`config.mk`:
```
export PLATFORM = sky130hd
export DESIGN_NAME = ca_fitness_evaluator
export DESIGN_NICKNAME = d
export VERILOG_FILES = /design/src/rtl/ca_fitness_evaluator.sv
export SDC_FILE = /design/constraint.sdc
export NUM_CORES = 1
export LEC_CHECK = 0
export ABC_AREA = 0
export CORE_MARGIN = 2
export CORE_UTILIZATION = 54
export CTS_CLUSTER_DIAMETER = 40
export CTS_CLUSTER_SIZE = 30
export DETAILED_ROUTE_END_ITERATION = 12
export GPL_TIMING_DRIVEN = 0
export PLACE_DENSITY_LB_ADDON = 0.15
export SYNTH_ARGS = -nofsm -noshare
export SYNTH_HDL_FRONTEND = slang
export SYNTH_SLANG_ARGS = --single-unit
```
`constraint.sdc`:
```
create_clock -name clk -period 6.41 [get_ports clk]
set_input_delay 1.282 -clock clk [delete_from_list [all_inputs] [get_ports clk]]
set_output_delay 1.282 -clock clk [all_outputs]
set_load 0.005 [all_outputs]
```
`src/rtl/ca_fitness_evaluator.sv`:
```
// Run controller and scorer for a binary cellular automaton: seeds the CA, steps it
// for up to max_gen generations, accumulates per-generation population and classifies the ending.
module ca_fitness_evaluator #(
  parameter int Width    = 4,
  parameter int Height   = 4,
  parameter int GenWidth = 16,
  parameter int AccWidth = 24
) (
  input  logic                      clk,
  input  logic                      rst,
  input  logic                      start,
  input  logic [GenWidth-1:0]       max_gen,
  input  logic [Width*Height-1:0]   state,
  output logic                      ca_load,
  output logic                      ca_ce,
  output logic                      busy,
  output logic                      done,
  output logic [AccWidth-1:0]       fitness,
  output logic [GenWidth-1:0]       gen_count,
  output logic [1:0]                status
);

  localparam int unsigned Cells    = Width * Height;
  localparam int unsigned PopWidth = $clog2(Cells + 1);

  localparam logic [1:0] StNone    = 2'd0;
  localparam logic [1:0] StLimit   = 2'd1;
  localparam logic [1:0] StStatic  = 2'd2;
  localparam logic [1:0] StExtinct = 2'd3;

  typedef enum logic [1:0] {
    IDLE = 2'd0,
    LOAD = 2'd1,
    RUN  = 2'd2,
    DONE = 2'd3
  } fsm_t;

  fsm_t                  fsm;
  logic [GenWidth-1:0]   max_gen_q;
  logic [Cells-1:0]      prev;
  logic [PopWidth-1:0]   pop;
  logic [AccWidth:0]     sum;
  logic [AccWidth-1:0]   fit_next;
  logic [GenWidth-1:0]   gen_next;
  logic                  hit_extinct;
  logic                  hit_static;
  logic                  hit_limit;

  always_comb begin
    pop = '0;
    for (int unsigned i = 0; i < Cells; i++) begin
      pop = pop + PopWidth'(state[i]);
    end
  end

  // One extra accumulator bit catches the carry out; any carry clamps to all-ones.
  assign sum         = {1'b0, fitness} + (AccWidth + 1)'(pop);
  assign fit_next    = sum[AccWidth] ? '1 : sum[AccWidth-1:0];
  assign gen_next    = gen_count + GenWidth'(1);
  assign hit_extinct = (pop == '0);
  assign hit_static  = (gen_count != '0) && (state == prev);
  assign hit_limit   = (gen_next == max_gen_q);

  always_ff @(posedge clk) begin
    if (rst) begin
      fsm       <= IDLE;
      max_gen_q <= '0;
      prev      <= '0;
      fitness   <= '0;
      gen_count <= '0;
      status    <= StNone;
    end else begin
      case (fsm)
        IDLE: begin
          if (start) begin
            max_gen_q <= max_gen;
            fitness   <= '0;
            gen_count <= '0;
            status    <= StNone;
            fsm       <= LOAD;
          end
        end
        LOAD: begin
          if (max_gen_q == '0) begin
            status <= StLimit;
            fsm    <= DONE;
          end else begin
            fsm <= RUN;
          end
        end
        RUN: begin
          fitness   <= fit_next;
          gen_count <= gen_next;
          prev      <= state;
          if (hit_extinct) begin
            status <= StExtinct;
            fsm    <= DONE;
          end else if (hit_static) begin
            status <= StStatic;
            fsm    <= DONE;
          end else if (hit_limit) begin
            status <= StLimit;
            fsm    <= DONE;
          end
        end
        DONE: fsm <= IDLE;
        default: fsm <= IDLE;
      endcase
    end
  end

  assign ca_load = (fsm == LOAD);
  assign ca_ce   = (fsm == RUN);
  assign busy    = (fsm == LOAD) || (fsm == RUN);
  assign done    = (fsm == DONE);

endmodule

```
**Word-level counts from Yosys, hierarchy flattened**

Index checks and enable logic that the tools add are counted.

- Register bits after elaboration: 76
- Bits in latches: 0
- Bits in writable memories: 0
- Memory bits (read-only): 0
- Bits of input ports: 35
- Output and inout bits: 46
- Logic and storage cells: 60
- Memories: 0

- $add $sub $neg: 17
- Multipliers: 0
- Div/mod/pow operators: 0
- Magnitude comparators: 0
- Equality and inequality tests: 8
- Shift-type cells: 0
- Mux-type cells: 17
- Bitwise operators: 0
- Reductions and logical operators: 12

Operators by type and width:

| operator | number |
|---|---|
| 5-bit by 1-bit adder with 5-bit output | 11 |
| 24-bit two-way mux | 2 |
| 24-bit case mux with 2 select lines | 1 |
| 16-bit equality test | 2 |
| 16-bit case mux with 2 select lines | 1 |
| 24-bit by 5-bit adder with 25-bit output | 1 |
| 2-bit two-way mux | 9 |
| 16-bit by 1-bit adder with 16-bit output, second input constant | 1 |
| 16-bit logical NOT | 1 |
| 16-bit two-way mux | 1 |
| 16-bit nonzero test | 1 |
| 2-bit case mux with 4 select lines | 1 |
| 2-bit case mux with 3 select lines | 1 |
| 2-bit AND reduction | 3 |
| 4-bit by 1-bit adder with 5-bit output | 1 |
| 5-bit logical NOT | 1 |
| 3-bit by 1-bit adder with 4-bit output | 1 |
| 2-bit equality test, second input constant | 2 |
| 4-bit by 1-bit inequality test with 1-bit output, second input constant | 1 |
| 4-bit AND reduction | 1 |
| 2-bit by 1-bit adder with 3-bit output | 1 |
| 3-bit nonzero test | 1 |
| 1-bit by 1-bit adder with 2-bit output | 1 |
| 2-bit by 1-bit equality test with 1-bit output, second input constant | 1 |
| other kinds (7) | 7 |

**Longest topological paths before layout**

Gate-level depths: netlist of run 1.

- Depth in word-level cells: 18
- Mapped depth: 22
- Depth with buffers taken out: 21

**Worst setup path after synthesis of run 1**

No wires, ideal clock.

- Path kind: input port to flip-flop
- Start: in state[5]
- End: reg fitness[21]
- Library setup time: 0.117 ns
- Data arrival time: 5.843 ns
- Required time: 6.293 ns
- Slack: 0.450 ns
- Stages: 19
- Path buffers: 1
- Cells stage by stage: inv_1 > fa_1 > inv_1 > fa_1 > fa_1 > inv_1 > fa_1 > inv_1 > ha_1 > fa_1 > fa_1 > a21o_1 > a21oi_1 > nor2b_1 > o2111a_1 > clkbuf_1 > nand2_1 > o21ai_0 > a22o_1

- Word-level cells in the longest chain between the ends: 14

Ends and longest elaborated chain:

| item | RTL line | RTL |
|---|---|---|
| start, declared | 13 | `input logic [Width*Height-1:0] state,` |
| 5-bit by 1-bit adder with 5-bit output (11 in a row) | 52 | `pop = pop + PopWidth'(state[i]);` |
| 24-bit by 5-bit adder with 25-bit output | 57 | `assign sum = {1'b0, fitness} + (AccWidth + 1)'(pop);` |
| 24-bit two-way mux | 58 | `assign fit_next = sum[AccWidth] ? '1 : sum[AccWidth-1:0];` |
| 24-bit case mux with 2 select lines | 73 | `case (fsm)` |
| end signal, assigned | 92 | `fitness <= fit_next;` |
| end, declared | 18 | `output logic [AccWidth-1:0] fitness,` |

Every way passes these cells.
A chain may end at the register's enable or synchronous reset.

**Worst setup path after layout of run 1**

- Start: in state[5]
- End: reg fitness[3]

Same word-level chain as after synthesis.

==> results_tabular.tex, run 1 <==
\begin{tabular}{lr}
\hline
Metric & Value \\
\hline
\multicolumn{2}{l}{\textbf{Clock network}} \\
\quad Clock net sink count & 76 \\
\quad Clock insertion delay at the later pin of the skew report & 360 ps \\
\quad Cell at the root of the clock tree & clkbuf\_8 \\
\quad Clk buf depth & 2 \\
\quad Clock transition at the registers of the reported paths & 80 ps \\
\quad CTS tree & yes \\
\quad H-tree depth & 3 \\
\quad Number of hold-repair buffers added at the cts stage & 0 \\
\quad Inserted Clock Buffers & 9 \\
\multicolumn{2}{l}{\textbf{Worst setup path}} \\
\quad Startpoint types & primary input \\
\quad Peak fanout along the critical path & 9 \\
\quad Kind of end point of the critical path & flip-flop \\
\quad Crit Path Class & primary input to flip-flop \\
\quad Required time at the endpoint of the critical path & $\sim$6600 ps \\
\quad Most frequent cell on the critical path & fa\_1 \\
\quad Cell at the slowest stage of the critical path & fa\_1 \\
\quad Longest individual stage delay on the worst path & 530 ps \\
\quad Arrival time at the worst endpoint & between 6000 and 7000 ps \\
\quad CP cell instances & clkdlybuf4s50\_1 > inv\_1 > fa\_1 > inv\_1 > fa\_1 > fa\_1 > inv\_1 > fa\_1 > inv\_1 > ha\_1 > fa\_2 > fa\_1 > a21o\_1 > a21oi\_2 > nor2b\_2 > o2111a\_2 > and2\_2 > o21ai\_0 > a21oi\_1 \\
\multicolumn{2}{l}{\textbf{STA}} \\
\quad Final hold violations & 0 \\
\quad Shortest period the worst path allows & 6220 ps \\
\quad Period utilization & 97.1\% \\
\quad Worst slew pin tran & 860 ps \\
\quad Setup skew after layout & 9.77 ps \\
\quad Post-Route Setup TNS & 0 ps \\
\quad Upper clock frequency limit & 0.161 GHz \\
\quad Worst slack on hold paths & 466 ps \\
\quad Final number of setup-violating endpoints & 0 \\
\quad Relative max-transition margin & 42.7\% \\
\quad Final Slew Violations & 0 \\
\multicolumn{2}{l}{\textbf{Place}} \\
\quad Port Buffers & 79 \\
\quad Detailed-placement wirelength estimate & about 9.4 mm \\
\quad Placer congestion estimate & 0.939 \\
\multicolumn{2}{l}{\textbf{Synth}} \\
\quad Share of flip-flops with an asynchronous set or reset & 0\% \\
\quad Leading register cell type out of synthesis & dfxtp\_1 \\
\quad Synth warnings & 0 \\
\quad Synthesized net count & between 600 and 700 \\
\quad Number of synthesized register bits & 76 \\
\quad Top-area cell type share of the netlist area & 32.1\% \\
\quad Number of synthesized flops with an enable pin & 0 \\
\quad Largest area contributor in the synthesized netlist & dfxtp\_1 \\
\quad Combined area of all synthesized cells & roughly 4700 um2 \\
\quad Sequential area share after synthesis & between 30\% and 40\% \\
\quad Number of instances in the synthesized netlist & 592 \\
\quad Most area-consuming cells after synthesis & dfxtp\_1, nand2\_1, a21oi\_1, fa\_1, ha\_1 \\
\quad Avg Synthesized Cell Area & 8.01 um2 \\
\quad Netlist cell types & just under 60 \\
\multicolumn{2}{l}{\textbf{GRT}} \\
\quad Final global-route overflow total & 0 \\
\quad Met3 track demand over resource in global routing & 3.58\% \\
\quad Maximum number of pins on one net before global-route repair & 13 \\
\quad Met1 track utilization from global routing & between 30\% and 40\% \\
\quad Initial antenna violation count & 0 \\
\quad GRT Util Overall & 26.4\% \\
\quad Met2 track demand over resource in global routing & 42.2\% \\
\quad Via count of the first global-routing pass & between 4000 and 5000 \\
\quad Routing layer with the top usage in global route & met2 \\
\quad Global-route wire length before repair & 20.6 mm \\
\multicolumn{2}{l}{\textbf{Route}} \\
\quad Detailed router's first-iteration violation count & 294 \\
\quad WL per Instance & 16.1 um \\
\quad First-pass detailed-route iteration total & 5 \\
\quad Detailed-route wire length & 12.8 mm \\
\quad ANT nets after route & 0 \\
\quad Average via count per standard cell & 5.97 \\
\quad Via count of the routed design & 4755 \\
\quad Remaining design rule violation count & 0 \\
\multicolumn{2}{l}{\textbf{Floorplan}} \\
\quad Site row count & 34 \\
\quad Die width & 97.7 um \\
\quad Area of the placeable core & 8640 um2 \\
\quad Die Outline Area & 9550 um2 \\
\quad Initial standard-cell utilization of the core & 54.9\% \\
\quad Die height & 97.7 um \\
\quad IO Count & 81 \\
\multicolumn{2}{l}{\textbf{Run status}} \\
\quad Result of the run & finished, final reports clean \\
\multicolumn{2}{l}{\textbf{Power}} \\
\quad Leak pwr & 2.34 nW \\
\quad PwrDens & 304 nW/um2 \\
\quad Final total power & between 0.0015 and 0.002 W \\
\quad Worst IR drop on VDD & 0.000235 V \\
\multicolumn{2}{l}{\textbf{Final layout}} \\
\quad Total Nets Final & 746 \\
\quad Number of filler cells placed in the layout & roughly 730 \\
\quad Area added between synthesis and finish & 26.5\% \\
\quad Antenna Cells & 0 \\
\quad Layout cells sized above 1 & 7.84\% \\
\multicolumn{2}{l}{\textbf{Worst hold path}} \\
\quad Worst min path class & flip-flop to flip-flop \\
\multicolumn{2}{l}{\textbf{Flow run}} \\
\quad Number of max-cap violations & 0 \\
\hline
\end{tabular}
power by group:
| part | total, W | switching (W) | internal [W] | leakage [nW] |
|---|---|---|---|---|
| Clock | 0.000459 | 0.000179 | 0.000280 | 0.127 |
| Combinational | 0.000795 | 0.000457 | 0.000338 | 1.60 |
| Sequential | 0.000574 | 0.0000496 | 0.000525 | 0.616 |
| Total | 0.00183 | 0.000685 | 0.00114 | 2.34 |
worst max-delay path, delay by kind of cell:
family                   cells  cell delay (ps)
buffers and inverters        5              730
AND/OR/NAND/NOR              2              340
adder cells (fa/ha/maj)      7             3080
AO/OA/AOI/OAI                5              980
synth_stat cells (2+ instances only):
| library cell | number |
|---|---|
| nand2_1 | 79 |
| dfxtp_1 | 76 |
| a21oi_1 | 53 |
| nor2_1 | 47 |
| o21ai_0 | 39 |
| inv_1 | 36 |
| xnor2_1 | 22 |
| clkbuf_1 | 21 |
| xor2_1 | 18 |
| ha_1 | 16 |
| mux2i_1 | 16 |
| nand3_1 | 16 |
| nor3_1 | 15 |
| fa_1 | 11 |
| nand4_1 | 11 |
| nor4_1 | 11 |
| o31ai_1 | 8 |
| a22o_1 | 7 |
| and3_1 | 7 |
| buf_2 | 7 |
| a22oi_1 | 6 |
| a31oi_1 | 6 |
| a21o_1 | 5 |
| nor2b_1 | 5 |
| o211ai_1 | 5 |
| and2_1 | 4 |
| or3_1 | 4 |
| a311oi_1 | 3 |
| buf_4 | 3 |
| o41ai_1 | 3 |
| a41oi_1 | 2 |
| nand2b_1 | 2 |
| o32ai_1 | 2 |
worst paths after layout:
check	slack (ps)	cells after the start	endpoint	from
hold / removal	470	2	fitness[0]	fitness[0]
setup reg to reg	3560	8	fsm[0]	gen_count[1]
hold reg to reg	470	2	fitness[0]	fitness[0]
setup / recovery	190	19	fitness[3]	state[5]
cell usage in the layout (no fill, tap or decap), types with 2 or more instances in the layout:
| master | synthesis | final |
|---|---|---|
| buf_2 | 7 | 7 |
| a311oi_1 | 3 | 3 |
| or3_1 | 4 | 4 |
| o21ai_1 | 1 | 3 |
| and3_1 | 7 | 7 |
| xor2_1 | 18 | 18 |
| nor3_1 | 15 | 14 |
| inv_1 | 36 | 36 |
| ha_1 | 16 | 15 |
| mux2i_1 | 16 | 16 |
| clkbuf_8 | 0 | 11 |
| a21o_1 | 5 | 5 |
| a21oi_1 | 53 | 52 |
| clkbuf_1 | 21 | 20 |
| clkdlybuf4s50_1 | 0 | 79 |
| nand3_1 | 16 | 15 |
| a22oi_1 | 6 | 6 |
| xnor2_1 | 22 | 22 |
| fa_1 | 11 | 10 |
| and2_1 | 4 | 3 |
| a41oi_1 | 2 | 2 |
| a31oi_1 | 6 | 6 |
| nor2_1 | 47 | 47 |
| bufinv_16 | 0 | 3 |
| a22o_1 | 7 | 7 |
| dfxtp_1 | 76 | 76 |
| o32ai_1 | 2 | 2 |
| o211ai_1 | 5 | 5 |
| o41ai_1 | 3 | 3 |
| nand2_1 | 79 | 78 |
| nand2b_1 | 2 | 2 |
| buf_4 | 3 | 7 |
| nor2b_1 | 5 | 4 |
| nand4_1 | 11 | 11 |
| o21ai_0 | 39 | 36 |
| o31ai_1 | 8 | 8 |
| nor4_1 | 11 | 11 |
sequential cells by signal, indices dropped and copies added, names as in the netlist:
name,count
max_gen_q,16
fsm,2
gen_count,16
fitness,24
prev,16
status,2
routing by layer:
| metal | part of all wire (%) | up-vias |
|---|---|---|
| met5 | 0 | - |
| met4 | 2.6 | 0 |
| met3 | 7.3 | 28 |
| met2 | 46 | 212 |
| met1 | 44 | 2241 |
| li1 | - | 2274 |
kinds of logic after synthesis:
logic type | after synthesis | share of synthesized area [%]
simple gates | 212 | 21.5
compound gates | 150 | 20.1
flops | 76 | 32.1
buf+inv | 69 | 6.04
xor+xnor | 41 | 7.73
fa+ha+maj | 27 | 8.86
mux | 17 | 3.61
area by class of cell:
type,instances,area (um2),share of cell area [%]
Sequential cell,76,1520,25.3
Clock inverter,4,95.1,1.58
Multi-Input combinational cell,447,3000,49.9
Timing Repair Buffer,83,821,13.7
Clock buffer,12,155,2.58
Buffer,31,144,2.40
Tap cell,108,135,2.25
Inverter,36,135,2.25
through the flow:
step                setup slack [ps]  utilization, %  instance area [um2]  cells
floorplan                        450               -                 4740    592
global placement                -434            65.7                 5670    779
detailed placement              -511            65.7                 5670    779
CTS                             51.0            68.6                 5930    793
global route                   -51.3            69.5                 6000    797
finish                           189            69.5                 6000    797
what timing repair did:
action | in CTS | in global routing
endpoints found under the hold margin | 0 | 0
setup endpoints to repair | 22 | 22
setup buffers | 0 | 4
gates resized for setup | 5 | 11
pin swaps | 0 | 3
(Power assumes the default switching activity.)
==> inputs of run 2 (changes only) <==
CTS_CLUSTER_SIZE = not set   (was 30)
==> results of run 2 <==
Same layout as run 1: the final DEF is identical, and so are final timing and power.
==> inputs of run 3 (changes only) <==
CAP_MARGIN = 20   (was not set)
CELL_PAD_IN_SITES_DETAIL_PLACEMENT = 1   (was not set)
CELL_PAD_IN_SITES_GLOBAL_PLACEMENT = 1   (was not set)
CORE_UTILIZATION = 40   (was 54)
==> run 3 against run 2 <==
  * The flow now finishes with violations (design-rule violations)
  * Sequential power about the same
  * Global-route usage shrank 2.0 points
  * Sequential share of layout area is 0.44 points lower
  * Power increased by 1.8%
  * Register-to-register slack got worse by 80 ps
  * Combinational power increased by 3%
  * Worst hold slack about the same
  * Clock skew down 5.1 ps
  * Count of clock-buffer cells in the layout is 2 higher
  * Critical endpoint unchanged
  * Largest power group unchanged
==> results_tabular.tex, run 3 (synthesis results as in run 1) <==
\begin{tabular}{lr}
\hline
Metric & Value \\
\hline
\multicolumn{2}{l}{\textbf{Place}} \\
\quad Worst setup slack after placement & -639 ps \\
\quad Cell area after placement & approximately 5700 um2 \\
\quad Placer congestion estimate & 0.845 \\
\quad Port Buffers & 79 \\
\quad Detailed-placement wirelength estimate & around 11 mm \\
\quad Placed cell count & 814 \\
\multicolumn{2}{l}{\textbf{STA}} \\
\quad Upper clock frequency limit & 0.161 GHz \\
\quad Worst slew pin tran & about 760 ps \\
\quad Relative max-transition margin & 49.4\% \\
\quad Period utilization & 96.7\% \\
\quad Worst slack on hold paths & about 470 ps \\
\quad Shortest period the worst path allows & 6200 ps \\
\quad Final hold violations & 0 \\
\quad Setup skew after layout & roughly 4.7 ps \\
\quad Final number of setup-violating endpoints & 0 \\
\quad Final setup margin & approximately 210 ps \\
\quad Final Slew Violations & 0 \\
\multicolumn{2}{l}{\textbf{Run status}} \\
\quad Result of the run & complete, but fails checks \\
\quad Failing checks & design-rule violations \\
\multicolumn{2}{l}{\textbf{Final layout}} \\
\quad Most used cells in the layout excluding fill and tap cells & nand2\_1, clkdlybuf4s50\_1, dfxtp\_1, a21oi\_1, nor2\_1 \\
\quad Antenna Cells & 0 \\
\quad Largest register by flop count & fitness \\
\quad Layout Cells excl Fill & 835 \\
\quad Total Nets Final & 749 \\
\quad Layout cells sized above 1 & 8.24\% \\
\quad Area added between synthesis and finish & 28.7\% \\
\quad Most common cell after layout, fill and taps aside & nand2\_1 \\
\quad Final standard cell area without fillers & 6110 um2 \\
\quad Number of filler cells placed in the layout & $\sim$1400 \\
\quad Flip-flop count of the largest register after layout & 24 \\
\multicolumn{2}{l}{\textbf{Route}} \\
\quad Detailed router's first-iteration violation count & about 220 \\
\quad Via count of the routed design & 4695 \\
\quad Average via count per standard cell & 5.62 \\
\quad Remaining design rule violation count & 6 \\
\quad ANT nets after route & 0 \\
\quad Detailed-route wire length & 15.4 mm \\
\quad WL per Instance & between 15 and 20 um \\
\quad First-pass detailed-route iteration total & 9 \\
\multicolumn{2}{l}{\textbf{Worst hold path}} \\
\quad Hold EP & fitness[0] \\
\quad Hold path startpoint & fitness[0] \\
\quad Worst Hold Depth & 2 \\
\quad Worst min path class & flip-flop to flip-flop \\
\multicolumn{2}{l}{\textbf{Worst setup path}} \\
\quad Cell depth of the worst flop-to-flop path & 9 \\
\quad Kind of end point of the critical path & flip-flop \\
\quad CP cell instances & clkdlybuf4s50\_1 > inv\_1 > fa\_1 > inv\_1 > fa\_1 > fa\_1 > inv\_1 > fa\_1 > inv\_1 > ha\_1 > fa\_2 > fa\_1 > a21o\_1 > a21oi\_2 > nor2b\_2 > o2111a\_2 > and2\_2 > o21ai\_0 > a21oi\_1 \\
\quad Arrival time at the worst endpoint & $\sim$6400 ps \\
\quad Crit path buf inv count & 5 \\
\quad Peak fanout along the critical path & 8 \\
\quad Most frequent cell on the critical path & fa\_1 \\
\quad Critical Path Source & state[9] \\
\quad Startpoint types & primary input \\
\quad Cell at the slowest stage of the critical path & clkdlybuf4s50\_1 \\
\quad Required time at the endpoint of the critical path & 6610 ps \\
\quad Worst path depth & 19 \\
\quad FF-to-FF End & status[0] \\
\quad Longest individual stage delay on the worst path & 510 ps \\
\quad R2R Setup Slk & 3480 ps \\
\quad Top delay family on crit path & adder cells \\
\quad Reg-to-Reg Start & gen\_count[1] \\
\quad Crit Path Class & primary input to flip-flop \\
\multicolumn{2}{l}{\textbf{Floorplan}} \\
\quad Die width & 113 um \\
\quad Initial standard-cell utilization of the core & approximately two fifths \\
\quad Area of the placeable core & 11500 um2 \\
\quad Site row count & 39 \\
\quad Die height & about 110 um \\
\quad IO Count & 81 \\
\quad Die Outline Area & 12700 um2 \\
\multicolumn{2}{l}{\textbf{Flow run}} \\
\quad Number of max-cap violations & 0 \\
\multicolumn{2}{l}{\textbf{GRT}} \\
\quad Final global-route overflow total & 0 \\
\quad Initial antenna violation count & 0 \\
\quad Global-route wire length before repair & 24.9 mm \\
\quad GRT Util Overall & approximately a quarter \\
\quad Maximum number of pins on one net before global-route repair & 12 \\
\quad Via count of the first global-routing pass & $\sim$4900 \\
\multicolumn{2}{l}{\textbf{Clock network}} \\
\quad CTS tree & yes \\
\quad Clk buf depth & 2 \\
\quad Clock net sink count & 76 \\
\quad Clock transition at the registers of the reported paths & 60 ps \\
\quad Clock insertion delay at the later pin of the skew report & 340 ps \\
\quad Cell at the root of the clock tree & clkbuf\_16 \\
\quad Inserted Clock Buffers & 9 \\
\quad Number of hold-repair buffers added at the cts stage & 0 \\
\quad H-tree depth & 3 \\
\multicolumn{2}{l}{\textbf{Power}} \\
\quad Reg power frac & 31.0\% \\
\quad Internal power component & 0.00113 W \\
\quad Clk pwr share & 25.2\% \\
\quad PwrDens & just over 300 nW/um2 \\
\quad Sw Ratio & between 30\% and 40\% \\
\quad Combinational Power Share & 43.8\% \\
\quad Final total power & 0.00186 W \\
\quad Worst IR drop on VDD & 0.000184 V \\
\quad Leak pwr & 2.38 nW \\
\quad Net switching power figure & 0.000726 W \\
\hline
\end{tabular}
==> run 3: cell types whose count changed in the layout (fill, tap and decap cells not counted), sizes merged <==
cell           before  now
bufinv              3    0
clkdlybuf4s50      79   77
dlymetal6s2s        0    2
clkbuf             31   33
clkinv              1    2
buf                16   19
==> run 3: what timing repair did <==
action	in CTS	in global routing
endpoints found under the hold margin	0	0
gates resized for setup	7	15
setup endpoints to repair	22	24
setup buffers	0	7
pin swaps	1	4
==> run 3: layer usage <==
layer  up-vias  global-route usage [%]  part of all wire [%]
met5         -                       0                     0
met4         0                    9.27                   1.6
met3        19                    4.02                   4.2
met2       111                    41.2                    49
met1      2300                    31.7                    46
li1       2265                       -                     -
==> run 3: final cells by class <==
class                   count  area (um2)  area share, %
inverters                  36         135           2.21
plain buffers              31         144           2.36
repair buffers             86         848           13.9
clock buffers              14         254           4.16
well taps                 143         179           2.93
clock inverters             2        10.0          0.164
multi-input cells         447        3020           49.4
flip-flops and latches     76        1520           24.9
==> run 3: power by group through the flow <==
stage	sequential, W	clock, W	combinational (W)
final	0.000576	0.000469	0.000815
after global routing	0.000581	0.000500	0.000910
after CTS	0.000575	0.000480	0.000799
after detailed placement	0.000584	0	0.000786
after global placement	0.000580	0	0.000753
after floorplan	0.000571	0	0.000550
==> run 3: worst reg2reg max path: cells and delay by family, from the launching register on <==
kind	cells	cell delay (ps)
adders and majority gates	1	410
AOI/OAI and AO/OA	4	830
DFF	1	480
xor gates and xnor gates	1	170
and+or+nand+nor	3	920
==> run 3: how the worst max path moves through the flow <==
stage | end | slack, ps
5_1_grt | fitness[4] | -10
3_5_place_dp | fitness[21] | -640
6_report | fitness[3] | 210
2_1_floorplan | fitness[21] | 450
4_1_cts | fitness[14] | -60
3_3_place_gp | fitness[14] | -520
==> run 3: through the flow <==
step                util [%]  setup TNS [ps]
finish                  53.0               0
global route            53.0           -63.4
CTS                     52.0            -156
detailed placement      49.6          -12080
global placement        49.6           -9740
floorplan                  -               0
